### src/rtl/vga_timing_pkg.sv
// ---------------------------------------------------------------------------
// vga_timing_pkg
//   Shared 640x480@60 raster constants, the colour type and a small window
//   helper. The graphics stage imports this package as well, so its
//   MAX_X/MAX_Y limits always match the timing generated by vga_sync_gen.
//   No ports (package only).
// ---------------------------------------------------------------------------
package vga_timing_pkg;

  // Horizontal timing, in pixels
  localparam int H_DISP  = 640;
  localparam int H_FP    = 16;
  localparam int H_SYNC  = 96;
  localparam int H_BP    = 48;
  localparam int H_TOTAL = H_DISP + H_FP + H_SYNC + H_BP;

  // Vertical timing, in lines
  localparam int V_DISP  = 480;
  localparam int V_FP    = 10;
  localparam int V_SYNC  = 2;
  localparam int V_BP    = 33;
  localparam int V_TOTAL = V_DISP + V_FP + V_SYNC + V_BP;

  // Visible area limits seen by the graphics stage
  localparam int MAX_X = H_DISP;
  localparam int MAX_Y = V_DISP;

  // Raster counters are 10 bits wide, so a total may not exceed 1024
  localparam int CNT_W     = 10;
  localparam int CNT_RANGE = 1 << CNT_W;

  // Pixel clock divider range
  localparam int DIV_MIN = 1;
  localparam int DIV_MAX = 16;

  // 3-bit colour (one bit each for R, G, B)
  typedef logic [2:0] rgb_t;
  localparam rgb_t RGB_BLACK = 3'b000;

  // True when lo <= pos < hi_excl. Positions are carried with one spare bit
  // so that a window ending exactly at 1024 still compares correctly.
  function automatic logic in_window(input logic [CNT_W:0] pos,
                                     input logic [CNT_W:0] lo,
                                     input logic [CNT_W:0] hi_excl);
    return (pos >= lo) && (pos < hi_excl);
  endfunction

endpackage

### src/rtl/pix_tick_div.sv
// ---------------------------------------------------------------------------
// pix_tick_div
//   Divides the system clock down to a one-clk-wide pixel-rate enable.
//   A counter runs 0..DIV-1 and wraps; pix_tick is high while it sits at
//   DIV-1. With DIV=1 the counter never leaves 0, so pix_tick is a constant
//   1, including while reset is asserted.
//
//   Parameters:
//     DIV       clk cycles per pixel, 1..16
//   Ports:
//     clk       in   system clock
//     rst_n     in   asynchronous, active-low reset
//     pix_tick  out  pixel-rate enable, one clk wide
// ---------------------------------------------------------------------------
module pix_tick_div
  import vga_timing_pkg::*;
#(
  parameter int DIV = 1
) (
  input  logic clk,
  input  logic rst_n,
  output logic pix_tick
);

  // A 1-bit counter is kept even for DIV=1 so the vector is never empty
  localparam int DW = (DIV > 1) ? $clog2(DIV) : 1;
  localparam logic [DW-1:0] DIV_LAST = DW'(DIV - 1);

  if ((DIV < DIV_MIN) || (DIV > DIV_MAX)) begin : g_bad_div
    $error("pix_tick_div: DIV must be in the range 1..16");
  end

  logic [DW-1:0] div_cnt_q;
  logic [DW-1:0] div_cnt_d;

  always_comb begin
    pix_tick  = (div_cnt_q == DIV_LAST);
    div_cnt_d = pix_tick ? '0 : div_cnt_q + 1'b1;
  end

  always_ff @(posedge clk or negedge rst_n) begin
    if (!rst_n) begin
      div_cnt_q <= '0;
    end else begin
      div_cnt_q <= div_cnt_d;
    end
  end

endmodule

### src/rtl/vga_sync_gen.sv
// ---------------------------------------------------------------------------
// vga_sync_gen
//   640x480@60 raster timing generator with final colour blanking.
//   h_cnt/v_cnt advance once per pixel tick and keep running through the
//   blanking intervals, so pix_y covers 480..524 and downstream decodes such
//   as (pix_x==0, pix_y==481) are reachable.
//
//   Build option (macro VGA_OUT_REG_EN):
//     defined   - hsync, vsync, video_on and rgb_out are registered on
//                 pix_tick and lag pix_x/pix_y by exactly one pixel tick.
//     undefined - those outputs are combinational decodes of the counters.
//   pix_x, pix_y, pix_tick and frame_start are the same in both builds.
//
//   Ports:
//     clk          in   system clock
//     reset        in   asynchronous, active-low reset
//     rgb_in       in   [2:0] colour from the graphics stage
//     pix_x        out  [9:0] horizontal counter 0..H_TOTAL-1
//     pix_y        out  [9:0] vertical counter 0..V_TOTAL-1
//     hsync        out  horizontal sync (active level SYNC_POL)
//     vsync        out  vertical sync (active level SYNC_POL)
//     video_on     out  high inside the active area
//     pix_tick     out  pixel-rate enable, one clk wide
//     frame_start  out  one-tick pulse at (0,0)
//     rgb_out      out  [2:0] blanked colour to the encoder
// ---------------------------------------------------------------------------
module vga_sync_gen #(
  parameter int   H_DISP   = vga_timing_pkg::H_DISP,
  parameter int   H_FP     = vga_timing_pkg::H_FP,
  parameter int   H_SYNC   = vga_timing_pkg::H_SYNC,
  parameter int   H_BP     = vga_timing_pkg::H_BP,
  parameter int   V_DISP   = vga_timing_pkg::V_DISP,
  parameter int   V_FP     = vga_timing_pkg::V_FP,
  parameter int   V_SYNC   = vga_timing_pkg::V_SYNC,
  parameter int   V_BP     = vga_timing_pkg::V_BP,
  parameter logic SYNC_POL = 1'b0,
  parameter int   DIV      = 1
) (
  input  logic       clk,
  input  logic       reset,
  input  logic [2:0] rgb_in,
  output logic [9:0] pix_x,
  output logic [9:0] pix_y,
  output logic       hsync,
  output logic       vsync,
  output logic       video_on,
  output logic       pix_tick,
  output logic       frame_start,
  output logic [2:0] rgb_out
);

  import vga_timing_pkg::*;

  localparam int H_TOTAL = H_DISP + H_FP + H_SYNC + H_BP;
  localparam int V_TOTAL = V_DISP + V_FP + V_SYNC + V_BP;

  if (H_TOTAL > CNT_RANGE) begin : g_bad_h_total
    $error("vga_sync_gen: H_TOTAL must not exceed 1024");
  end
  if (V_TOTAL > CNT_RANGE) begin : g_bad_v_total
    $error("vga_sync_gen: V_TOTAL must not exceed 1024");
  end

  // Window edges carry one extra bit so an edge equal to 1024 is representable
  localparam logic [CNT_W:0] H_DISP_W       = (CNT_W + 1)'(H_DISP);
  localparam logic [CNT_W:0] H_SYNC_START_W = (CNT_W + 1)'(H_DISP + H_FP);
  localparam logic [CNT_W:0] H_SYNC_END_W   = (CNT_W + 1)'(H_DISP + H_FP + H_SYNC);
  localparam logic [CNT_W:0] V_DISP_W       = (CNT_W + 1)'(V_DISP);
  localparam logic [CNT_W:0] V_SYNC_START_W = (CNT_W + 1)'(V_DISP + V_FP);
  localparam logic [CNT_W:0] V_SYNC_END_W   = (CNT_W + 1)'(V_DISP + V_FP + V_SYNC);

  localparam logic [CNT_W-1:0] H_LAST = CNT_W'(H_TOTAL - 1);
  localparam logic [CNT_W-1:0] V_LAST = CNT_W'(V_TOTAL - 1);

  logic             pix_tick_i;
  logic [CNT_W-1:0] h_cnt_q;
  logic [CNT_W-1:0] h_cnt_d;
  logic [CNT_W-1:0] v_cnt_q;
  logic [CNT_W-1:0] v_cnt_d;
  logic [CNT_W:0]   h_pos;
  logic [CNT_W:0]   v_pos;

  logic             hsync_d;
  logic             vsync_d;
  logic             video_on_d;
  rgb_t             rgb_out_d;

  pix_tick_div #(
    .DIV (DIV)
  ) u_pix_tick_div (
    .clk      (clk),
    .rst_n    (reset),
    .pix_tick (pix_tick_i)
  );

  // Raster counters: h_cnt steps on each pixel tick; at end of line it wraps
  // and v_cnt steps, and v_cnt wraps on the very same tick at end of frame.
  always_comb begin
    h_cnt_d = h_cnt_q;
    v_cnt_d = v_cnt_q;
    if (pix_tick_i) begin
      if (h_cnt_q == H_LAST) begin
        h_cnt_d = '0;
        v_cnt_d = (v_cnt_q == V_LAST) ? '0 : v_cnt_q + 10'd1;
      end else begin
        h_cnt_d = h_cnt_q + 10'd1;
      end
    end
  end

  always_ff @(posedge clk or negedge reset) begin
    if (!reset) begin
      h_cnt_q <= '0;
      v_cnt_q <= '0;
    end else begin
      h_cnt_q <= h_cnt_d;
      v_cnt_q <= v_cnt_d;
    end
  end

  assign h_pos = {1'b0, h_cnt_q};
  assign v_pos = {1'b0, v_cnt_q};

  // Zero-latency decode of the current raster position
  always_comb begin
    video_on_d = (h_pos < H_DISP_W) && (v_pos < V_DISP_W);
    hsync_d    = in_window(h_pos, H_SYNC_START_W, H_SYNC_END_W) ? SYNC_POL : ~SYNC_POL;
    vsync_d    = in_window(v_pos, V_SYNC_START_W, V_SYNC_END_W) ? SYNC_POL : ~SYNC_POL;
    rgb_out_d  = video_on_d ? rgb_t'(rgb_in) : RGB_BLACK;
  end

  assign pix_x       = h_cnt_q;
  assign pix_y       = v_cnt_q;
  assign pix_tick    = pix_tick_i;
  assign frame_start = pix_tick_i && (h_cnt_q == '0) && (v_cnt_q == '0);

`ifdef VGA_OUT_REG_EN
  logic hsync_q;
  logic vsync_q;
  logic video_on_q;
  rgb_t rgb_out_q;

  // Capturing the decode on the pixel tick delays these outputs by one pixel,
  // giving the graphics stage a full pixel period for its colour logic.
  always_ff @(posedge clk or negedge reset) begin
    if (!reset) begin
      hsync_q    <= ~SYNC_POL;
      vsync_q    <= ~SYNC_POL;
      video_on_q <= 1'b0;
      rgb_out_q  <= RGB_BLACK;
    end else if (pix_tick_i) begin
      hsync_q    <= hsync_d;
      vsync_q    <= vsync_d;
      video_on_q <= video_on_d;
      rgb_out_q  <= rgb_out_d;
    end
  end

  assign hsync    = hsync_q;
  assign vsync    = vsync_q;
  assign video_on = video_on_q;
  assign rgb_out  = rgb_out_q;
`else
  assign hsync    = hsync_d;
  assign vsync    = vsync_d;
  assign video_on = video_on_d;
  assign rgb_out  = rgb_out_d;
`endif

endmodule
### config.mk
export PLATFORM = sky130hd
export DESIGN_NAME = vga_sync_gen
export DESIGN_NICKNAME = d
export VERILOG_FILES = /design/src/rtl/vga_timing_pkg.sv /design/src/rtl/pix_tick_div.sv /design/src/rtl/vga_sync_gen.sv
export SDC_FILE = /design/constraint.sdc
export NUM_CORES = 1
export LEC_CHECK = 0
export CAP_MARGIN = 20
export CELL_PAD_IN_SITES_DETAIL_PLACEMENT = 1
export CELL_PAD_IN_SITES_GLOBAL_PLACEMENT = 1
export CORE_MARGIN = 8
export CORE_UTILIZATION = 35
export CTS_BUF_LIST = sky130_fd_sc_hd__clkbuf_16
export DETAILED_ROUTE_END_ITERATION = 10
export PLACE_DENSITY = 0.8
export SYNTH_ARGS = -nofsm -noshare
export SYNTH_HDL_FRONTEND = slang
export SYNTH_SLANG_ARGS = --single-unit
### constraint.sdc
create_clock -name clk -period 1.87 [get_ports clk]
set_input_delay 0.561 -clock clk [delete_from_list [all_inputs] [get_ports clk]]
set_output_delay 0.561 -clock clk [all_outputs]
set_load 0.03 [all_outputs]
==> Word-level counts from Yosys, hierarchy flattened <==
Index checks and enable logic that the tools add are counted.
{ "op_classes": {"n_addsub": 3, "magnitude_cmp": 6, "eq_ne": 2, "n_mux": 6, "bitwise_logic": 1, "n_reduce_logical": 8} }
{ "op_table": {"columns": ["cell", "n"], "rows": [
  ["$add A10 B1 Y10 const B", 2],
  ["$eq A10 B10 Y1 const B", 2],
  ["$logic_not A10 Y1", 2],
  ["$lt A10 B10 Y1 const B", 2],
  ["$lt A10 B9 Y1 const B", 2],
  ["$mux W10", 2],
  ["$ge A10 B10 Y1 const B", 1],
  ["$ge A10 B9 Y1 const B", 1],
  ["$logic_and A1 B1 Y1", 5],
  ["$mux W1", 3],
  ["$mux W3", 1],
  ["$reduce_and A2 Y1", 1],
  ["$add A1 B1 Y1 const B", 1],
  ["$not A1 Y1", 1]
]} }
{ "totals": {"reg_bits": 21, "in_bits": 5, "out_inout_bits": 28, "word_cells": 29} }

==> Depth between registers and ports, before layout <==
Gate-level depths: netlist (run 1).
{ "logic_depth": {"word_depth": 3, "depth_mapped": 7} }

==> Modules after synthesis <==
Synthesis (run 1) repeated with hierarchy kept, for this count alone.
{ "hier_totals": {"cells_unflattened": 121, "hier_area_um2": 1163.6} }
{ "modules_own_cells": {"columns": ["mod", "instances", "cells_per_inst", "area_per_inst_um2", "seq_area_each_um2"], "rows": [
  ["vga_sync_gen", 1, 119, 1152.4, 500.5],
  ["pix_tick_div", 1, 2, 11.3, 0.0]
]} }

==> Worst setup path after synthesis (run 1) <==
OpenSTA, ideal clock, no wires.
{ "synth_path": {"kind": "flip-flop to output port", "start": "reg h_cnt_q[8], in the netlist pix_x[8]", "end": "out frame_start", "arrival_ps": 2012, "t_required_ps": 1309, "slack_ps": -703, "path_stages_with_launch": 5, "n_path_buf": 1, "path_cell_list": "dfrtp_1 clkbuf_1 nor4_1 nand4_1 nor4_1"} }
{ "synth_between": {"elab_chain_len": 3} }
{ "synth_lines": {"columns": ["element", "line_no", "source"], "rows": [
  ["start, declared", "vga_sync_gen.sv:76", "logic [CNT_W-1:0] h_cnt_q;"],
  ["start signal, assigned", "vga_sync_gen.sv:116", "h_cnt_q <= h_cnt_d;"],
  ["$logic_not A10 Y1", "vga_sync_gen.sv:135", "assign frame_start = pix_tick_i && (h_cnt_q == '0) && (v_cnt_q == '0);"],
  ["$logic_and A1 B1 Y1 (2 in series)", "vga_sync_gen.sv:135", null],
  ["end, declared", "vga_sync_gen.sv:48", "output logic frame_start,"]
]} }
No other way between the ends.

==> Worst setup path after layout (run 1) <==
{ "layout_path": {"start": "reg h_cnt_q[8], in the netlist pix_x[8]", "end": "out rgb_out[1]"} }
{ "layout_between": {"elab_chain_len": 3} }
{ "layout_lines": {"columns": ["element", "line_no", "source"], "rows": [
  ["$lt A10 B10 Y1", "vga_sync_gen.sv:126", "video_on_d = (h_pos < H_DISP_W) && (v_pos < V_DISP_W);"],
  ["$logic_and A1 B1 Y1", "vga_sync_gen.sv:126", null],
  ["$mux W3", "vga_sync_gen.sv:129", "rgb_out_d = video_on_d ? rgb_t'(rgb_in) : RGB_BLACK;"],
  ["end, declared", "vga_sync_gen.sv:49", "output logic [2:0] rgb_out"]
]} }
No other way between the ends.

==> out/metrics.cfg, run 1 <==
[status]
outcome=complete, but fails checks
violations=setup timing

[pwr]
power_leakage_nw=0.9493
power.density_nw_per_um2=488.5
ir_worst_vdd_uv=367.3
fin_total_pwr_w=0.0009455

[final_layout]
area_growth_pct=71.13
antenna_cells=0
layout_commonest_cell=buf_4
post-route-util_pct=63.40
final_cell_mix=buf_4 (21), dlygate4sd2_1 (19), buf_6 (19)
layout.nets=190
fin_cells=224
drive_gt1_share_pct=43.33

[setup_path]
worstPathRequired_ps=1310
crit_chain=buf_6, buf_4, buf_6, o21ai_2, nand2_1, nor2_4, and2_4, buf_6
crit_arrival_ps=1720
crit_family=buffers and inverters
path_max_fanout=4
slowest_stage=dfrtp_2
critPathKind=reg2out
max_stage_delay_ps=410
endpoint_kind=output port
crit_buf_inv=4
worstSetupStartpointType=flop
crit_path_frequent_cell=buf_6

[synth]
async_reset_ff_share_pct=100.0
synth_edf_count=0
ys_ff_latch=20
synth_nets=127
synth_cell_types=33
netlist_instances=118
synth-seq-area-share_pct=44.25
synth_ff_type=dfrtp_1
syn_avg_cell_area_um2=9.585
yosysWarnings=0
netlist_area_um2=1131

[global_routing]
grt_pass1_vias=1299
grtUsageTotal_pct=16.77
antenna_found_initial=0
grt_max_degree=21
grt.overflow.total=0
grt_pass1_wl_um=6844

[floorplanning]
die_area_um2=5306
die_h_um=72.85
rows=20
initial_utilization_pct=37.05
dieWidth_um=72.85
core_area_um2=3053
top_level_ports=33

[clock_network]
clk_pin_slew_worst_paths_ps=60
clock_path_buffers=2
holdBufCountCts=0
clock_sinks=20
htree_num_levels=1
cts_tree=yes
clk_latency_ps=260
cts_buffers=3
root_buffer=clkbuf_16

[sta]
finalHoldWorstSlack_ps=496.0
fin_crit_sh_pct=121.8
slew_violations=0
min_period_ps=2277
layout_setup_ws_ps=-407.1
setup_viol=7
fin_skew_ps=6.557
rsz0062_at_grt=true
fmax_ghz=0.4392
final-hold-violation-count=0
finalSetupTns_ps=-2275

[drt]
routed_wl_um=5118
drtIter0Drc=39
drt_pass1_iterations=4
vias=1219
drt-vias-per-instance=5.442
drc=0
ant_nets=0
wl_per_cell_um=22.85

[placed_design]
io_buffers=31
place_hpwl_um=2791
dpl.cell_count=207
gp_congestion=0.8876

[run]
maxCapViolCount=0

[min_path]
hp-class=reg2reg

[through the flow]
| step | cell area (um^2) | setup WS, ps |
|---|---|---|
| after floorplan | 1224 | -55.54 |
| after global placement | 1662 | -359.9 |
| after detailed placement | 1662 | -383.0 |
| after CTS | 1831 | -455.1 |
| after global routing | 1936 | -466.7 |
| final | 1936 | -407.1 |
[state kept, by name, indices dropped and copies added (netlist names)]
register and flops:
pix_y 10, pix_x 10
[worst register-to-register path: cells and delay by family, from the launching register on]
kind / cells / cell delay, ps
AND/OR/NAND/NOR: 2 / 520
flip-flops: 1 / 420
buffers and inverters: 2 / 340
AO/OA/AOI/OAI: 2 / 340
[routing by layer]
metal	GRT usage, %	up-vias	wire (um)
met2	28.63	45	2710
met1	19.31	625	2072
li1	-	537	-
met3	2.610	12	201
met4	9.556	0	133
met5	0	-	0
[cell type report]
type,instances,area (um^2)
fillers,338,1117
inverters,7,26.28
clock inverters,1,3.754
repair buffers,63,578.1
well taps,44,55.05
flip-flops and latches,20,514.2
multi-input cells,86,683.2
clock buffers,3,75.07
[cells by family after synthesis]
group	share of synthesized area, %
AND/OR/NAND/NOR	29.65
buffers and inverters	5.751
other	0.3315
multiplexers	0.8850
XOR/XNOR	7.744
adder cells (fa/ha/maj)	4.425
AO/OA/AOI/OAI	6.969
flip-flops	44.25
[power by group]
group	total (W)	leakage [nW]	internal (W)	switching, W
Clock	0.000471	0.0423	0.000286	0.000185
Combinational	0.0000425	0.656	0.0000192	0.0000234
Sequential	0.000432	0.251	0.000432	0
[cells in the mapped netlist (2+ instances only)]
cell | count | area (um^2)
dfrtp_1 | 20 | 500.5
nand2_1 | 11 | 41.29
o21ai_0 | 9 | 45.04
nand3_1 | 8 | 40.04
inv_1 | 7 | 26.28
nand4_1 | 7 | 43.79
xnor2_1 | 7 | 61.31
and2_1 | 5 | 31.28
nor2_1 | 5 | 18.77
nor4_1 | 5 | 31.28
and3_1 | 4 | 25.02
ha_1 | 4 | 50.05
xor2_1 | 3 | 26.28
a21oi_1 | 2 | 10.01
and4_1 | 2 | 17.52
buf_4 | 2 | 15.01
[worst paths after layout]
path,slack [ps],cells after the start,startpoint,end
setup / recovery,-410,8,pix_x[8]$_DFF_PN0_,rgb_out[1]
hold / removal,500,1,pix_x[0]$_DFF_PN0_,pix_x[0]$_DFF_PN0_
setup reg to reg,130,6,pix_x[5]$_DFF_PN0_,pix_y[4]$_DFFE_PN0N_
hold reg to reg,500,1,pix_x[0]$_DFF_PN0_,pix_x[0]$_DFF_PN0_
max in group asynchronous,940,2,reset,pix_x[5]$_DFF_PN0_
min in group asynchronous,680,2,reset,pix_y[4]$_DFFE_PN0N_
[what timing repair did]
action	in CTS	in global routing
cloned	0	0
gates resized for setup	40	23
pin swaps	7	7
buffers inserted	5	8
setup endpoints to repair	34	12
Note: power is estimated with default switching activity, not from simulation.
==> inputs of run 2 (changes only) <==
--- a/config.mk
+++ b/config.mk
@@ -5,11 +5,12 @@
 export SDC_FILE = /design/constraint.sdc
 export NUM_CORES = 1
 export LEC_CHECK = 0
+export ABC_AREA = 1
 export CAP_MARGIN = 20
 export CELL_PAD_IN_SITES_DETAIL_PLACEMENT = 1
 export CELL_PAD_IN_SITES_GLOBAL_PLACEMENT = 1
 export CORE_MARGIN = 8
-export CORE_UTILIZATION = 35
+export CORE_UTILIZATION = 34
 export CTS_BUF_LIST = sky130_fd_sc_hd__clkbuf_16
 export DETAILED_ROUTE_END_ITERATION = 10
 export PLACE_DENSITY = 0.8
==> run 2 against run 1 <==
The run still ends with setup timing left. Critical endpoint is now frame_start. Setup slack gained 210 ps. Die area rose by 11%. Synthesized cell count increased by 48%. Power is 13% higher. Routed wire length rose by 1.4%. Via count is 21% higher. Non-clock buffer count is 3 higher. First-iteration DRC count is 77% higher. Highest routed layer unchanged. Count of clock-buffer cells in the layout is the same. Critical path type unchanged.
==> out/metrics.cfg, run 2 <==
[sta]
fin_skew_ps=3.934  ; -2.623 ps
fin_crit_sh_pct=110.4  ; -11 points
min_period_ps=2065  ; -212.0 ps
final-hold-violation-count=0  ; unchanged
layout_setup_ws_ps=-195.1  ; +212.0 ps
fmax_ghz=0.4842  ; +10%
setup_viol=5  ; -2
rsz0062_at_grt=true
finalSetupTns_ps=-412.4  ; +1863 ps
slew_violations=0  ; unchanged

[synth]
synth-seq-area-share_pct=39.84  ; -4.4 points
yosysMostFrequentCell=nand2_1
syn_avg_cell_area_um2=7.178  ; -25%
synth_cell_types=24  ; -27%
yosysWarnings=0  ; unchanged
yosysTopAreaCellShare_pct=39.84  ; -4.4 points
synthTopCellsByArea=dfrtp_1 (40%), nand2_1 (12%), inv_1 (9.6%), nand3_1 (6.4%), nor2_1 (6.3%)
synth_nets=184  ; +45%
synth_edf_count=0  ; unchanged
netlist_area_um2=1256  ; +11%
ys_ff_latch=20  ; unchanged
ys_top_cells_by_count=nand2_1 (40), inv_1 (32), nor2_1 (21), dfrtp_1 (20), nand3_1 (16)
yosys.area.top_type=dfrtp_1
netlist_instances=175  ; +48%
async_reset_ff_share_pct=100.0  ; unchanged
synth_ff_type=dfrtp_1

[drt]
ant_nets=0  ; unchanged
drc=0  ; unchanged
drt-vias-per-instance=5.100  ; -6.3%
routed_wl_um=5188  ; +1.4%
drtIter0Drc=69  ; +77%
wl_per_cell_um=17.89  ; -22%
vias=1479  ; +21%
drt_pass1_iterations=4  ; unchanged

[global_routing]
grt_pass1_wl_um=8197  ; +20%
antenna_found_initial=0  ; unchanged
grt_pass1_vias=1609  ; +24%
grtUsageTotal_pct=16.82  ; +0.058 points
grt_max_degree=21  ; unchanged
grt.overflow.total=0  ; unchanged

[setup_path]
reg2regPathDepth=8  ; +2
worstPathRequired_ps=1310  ; about the same
slowest_stage=dfrtp_2
crit_buf_inv=2  ; -2
path_max_fanout=2  ; -2
endpoint_kind=output port
crit_family=simple AND/OR/NAND/NOR gates
worstSetupStartpointType=flop
critPathKind=reg2out
crit_chain=inv_2, ha_4, nand2_4, nor3_4, nand4_1, nor2_4, buf_6
max_stage_delay_ps=430  ; +20 ps
crit_arrival_ps=1500  ; -220 ps
crit_cells=7  ; -1

[pwr]
ir_worst_vdd_uv=325.5  ; -11%
clkPwrFrac_pct=55.6  ; +5.8 points
p_sw_share_pct=18.37  ; -3.6 points
power_leakage_nw=1.128  ; +19%
power.share.sequential_pct=40.3  ; -5.4 points
p_int_w=0.0008758  ; +19%
p_comb_share_pct=4.1  ; -0.4 points
power.density_nw_per_um2=515.3  ; +5.5%
p_sw_w=0.0001971  ; -5.3%

[floorplanning]
top_level_ports=33  ; unchanged
rows=22  ; +10%
core_area_um2=3606  ; +18%
die_area_um2=5896  ; +11%
dieWidth_um=76.79  ; +5.4%
initial_utilization_pct=34.84  ; -2.2 points
die_h_um=76.79  ; +5.4%

[final_layout]
area_growth_pct=65.74
layout_commonest_cell=nand2_1
fin_cells=290  ; +29%
post-route-util_pct=57.74  ; -5.7 points
drive_gt1_share_pct=34.71  ; -8.6 points
layout.nets=252  ; +33%
final_cell_mix=nand2_1 (35), buf_4 (34), inv_1 (27)
antenna_cells=0  ; unchanged

[clock_network]
clk_pin_slew_worst_paths_ps=60  ; about the same
cts_buffers=3  ; unchanged
htree_num_levels=1  ; unchanged
cts_tree=yes
clk_latency_ps=250  ; about the same
holdBufCountCts=0  ; unchanged
clock_path_buffers=2  ; unchanged
root_buffer=clkbuf_16
clock_sinks=20  ; unchanged

[placed_design]
gp_congestion=0.8111  ; -8.6%
dpl.cell_count=271  ; +31%
io_buffers=31  ; unchanged
place_hpwl_um=3306  ; +18%

[min_path]
hp-class=reg2reg
hold_path_depth=3  ; +2

[run]
maxCapViolCount=0  ; unchanged

[status]
violations=setup timing
outcome=complete, but fails checks

[run 2: changes by cell type in the layout (fill, tap and decap cells not counted), moves of 4 or more]
cell,previous run,this run
xnor2_1,7,0
buf_4,21,34
dfrtp_1,9,13
nand2_1,10,35
buf_6,19,8
inv_1,7,27
nor4_4,4,0
nand3_1,8,14
nand2_2,0,4
and2_4,4,0
dfrtp_2,11,7
nor2_4,1,7
nor2_1,4,14
[run 2: cell type report]
class	instances	area (um^2)
flip-flops and latches	20	509.2
clock buffers	3	75.07
inverters	32	125.1
multi-input cells	120	728.2
clock inverters	1	30.03
well taps	48	60.06
repair buffers	66	554.3
fillers	451	1524
[run 2: timing repair]
action	4_1_cts	5_1_grt
resized for setup	42	20
setup buffers	8	7
endpoints found under the hold margin	0	0
pin swaps	4	4
setup endpoints to repair	25	7
[run 2: stage by stage]
stage / total power [W] / worst slack (ps) / instance area [um^2] / hold slack [ps]
final: 0.001073 / -195.1 / 2082 / 576.0
after global routing: 0.001103 / -285.0 / 2082 / 629.2
after CTS: 0.001078 / -184.9 / 1997 / 597.8
after detailed placement: 0.0004818 / -61.59 / 1784 / 584.5
after global placement: 0.0004809 / -40.70 / 1784 / 568.1
after floorplan: 0.0004586 / -17.13 / 1303 / 265.4
[run 2: layer usage]
layer  track usage (%)  vias to the layer above  share of wire, %
li1                  -                      682                 -
met5                 0                        -                 0
met1             19.67                      754                41
met2             30.25                       33                53
met4             4.615                        0               2.5
met3             3.147                       10               3.4
[run 2: power groups by stage]
stage | registers, W | clock network, W | logic, W
final | 0.000433 | 0.000597 | 0.0000438
after global routing | 0.000432 | 0.000623 | 0.0000473
after CTS | 0.000433 | 0.000602 | 0.0000439
after detailed placement | 0.000441 | 0 | 0.0000412
after global placement | 0.000441 | 0 | 0.0000403
after floorplan | 0.000441 | 0 | 0.0000179
[run 2: cells by family after synthesis]
group / Yosys count / synth area share (%)
XOR/XNOR: 6 / 4.183
adder cells (fa/ha/maj): 4 / 3.984
other: 1 / 0.2985
flip-flops: 20 / 39.84
AO/OA/AOI/OAI: 12 / 5.080
buffers and inverters: 35 / 11.45
AND/OR/NAND/NOR: 97 / 35.16
[run 2: final timing paths]
path                                 startpoint  slack [ps]              endpoint
min in group asynchronous                 reset         650    pix_x[4]$_DFF_PN0_
setup reg to reg           pix_y[0]$_DFFE_PN0N_          90  pix_y[4]$_DFFE_PN0N_
setup / recovery           pix_y[0]$_DFFE_PN0N_        -200           frame_start
max in group asynchronous                 reset         970  pix_y[9]$_DFFE_PN0N_
hold reg to reg              pix_x[0]$_DFF_PN0_         580    pix_x[0]$_DFF_PN0_
hold / removal               pix_x[0]$_DFF_PN0_         580    pix_x[0]$_DFF_PN0_
[run 2: tightest hold or removal path: stages, from the launching register on]
cell	delay [ps]
dfrtp_2	400
inv_2	50
nand2_1	60
inv_1	40
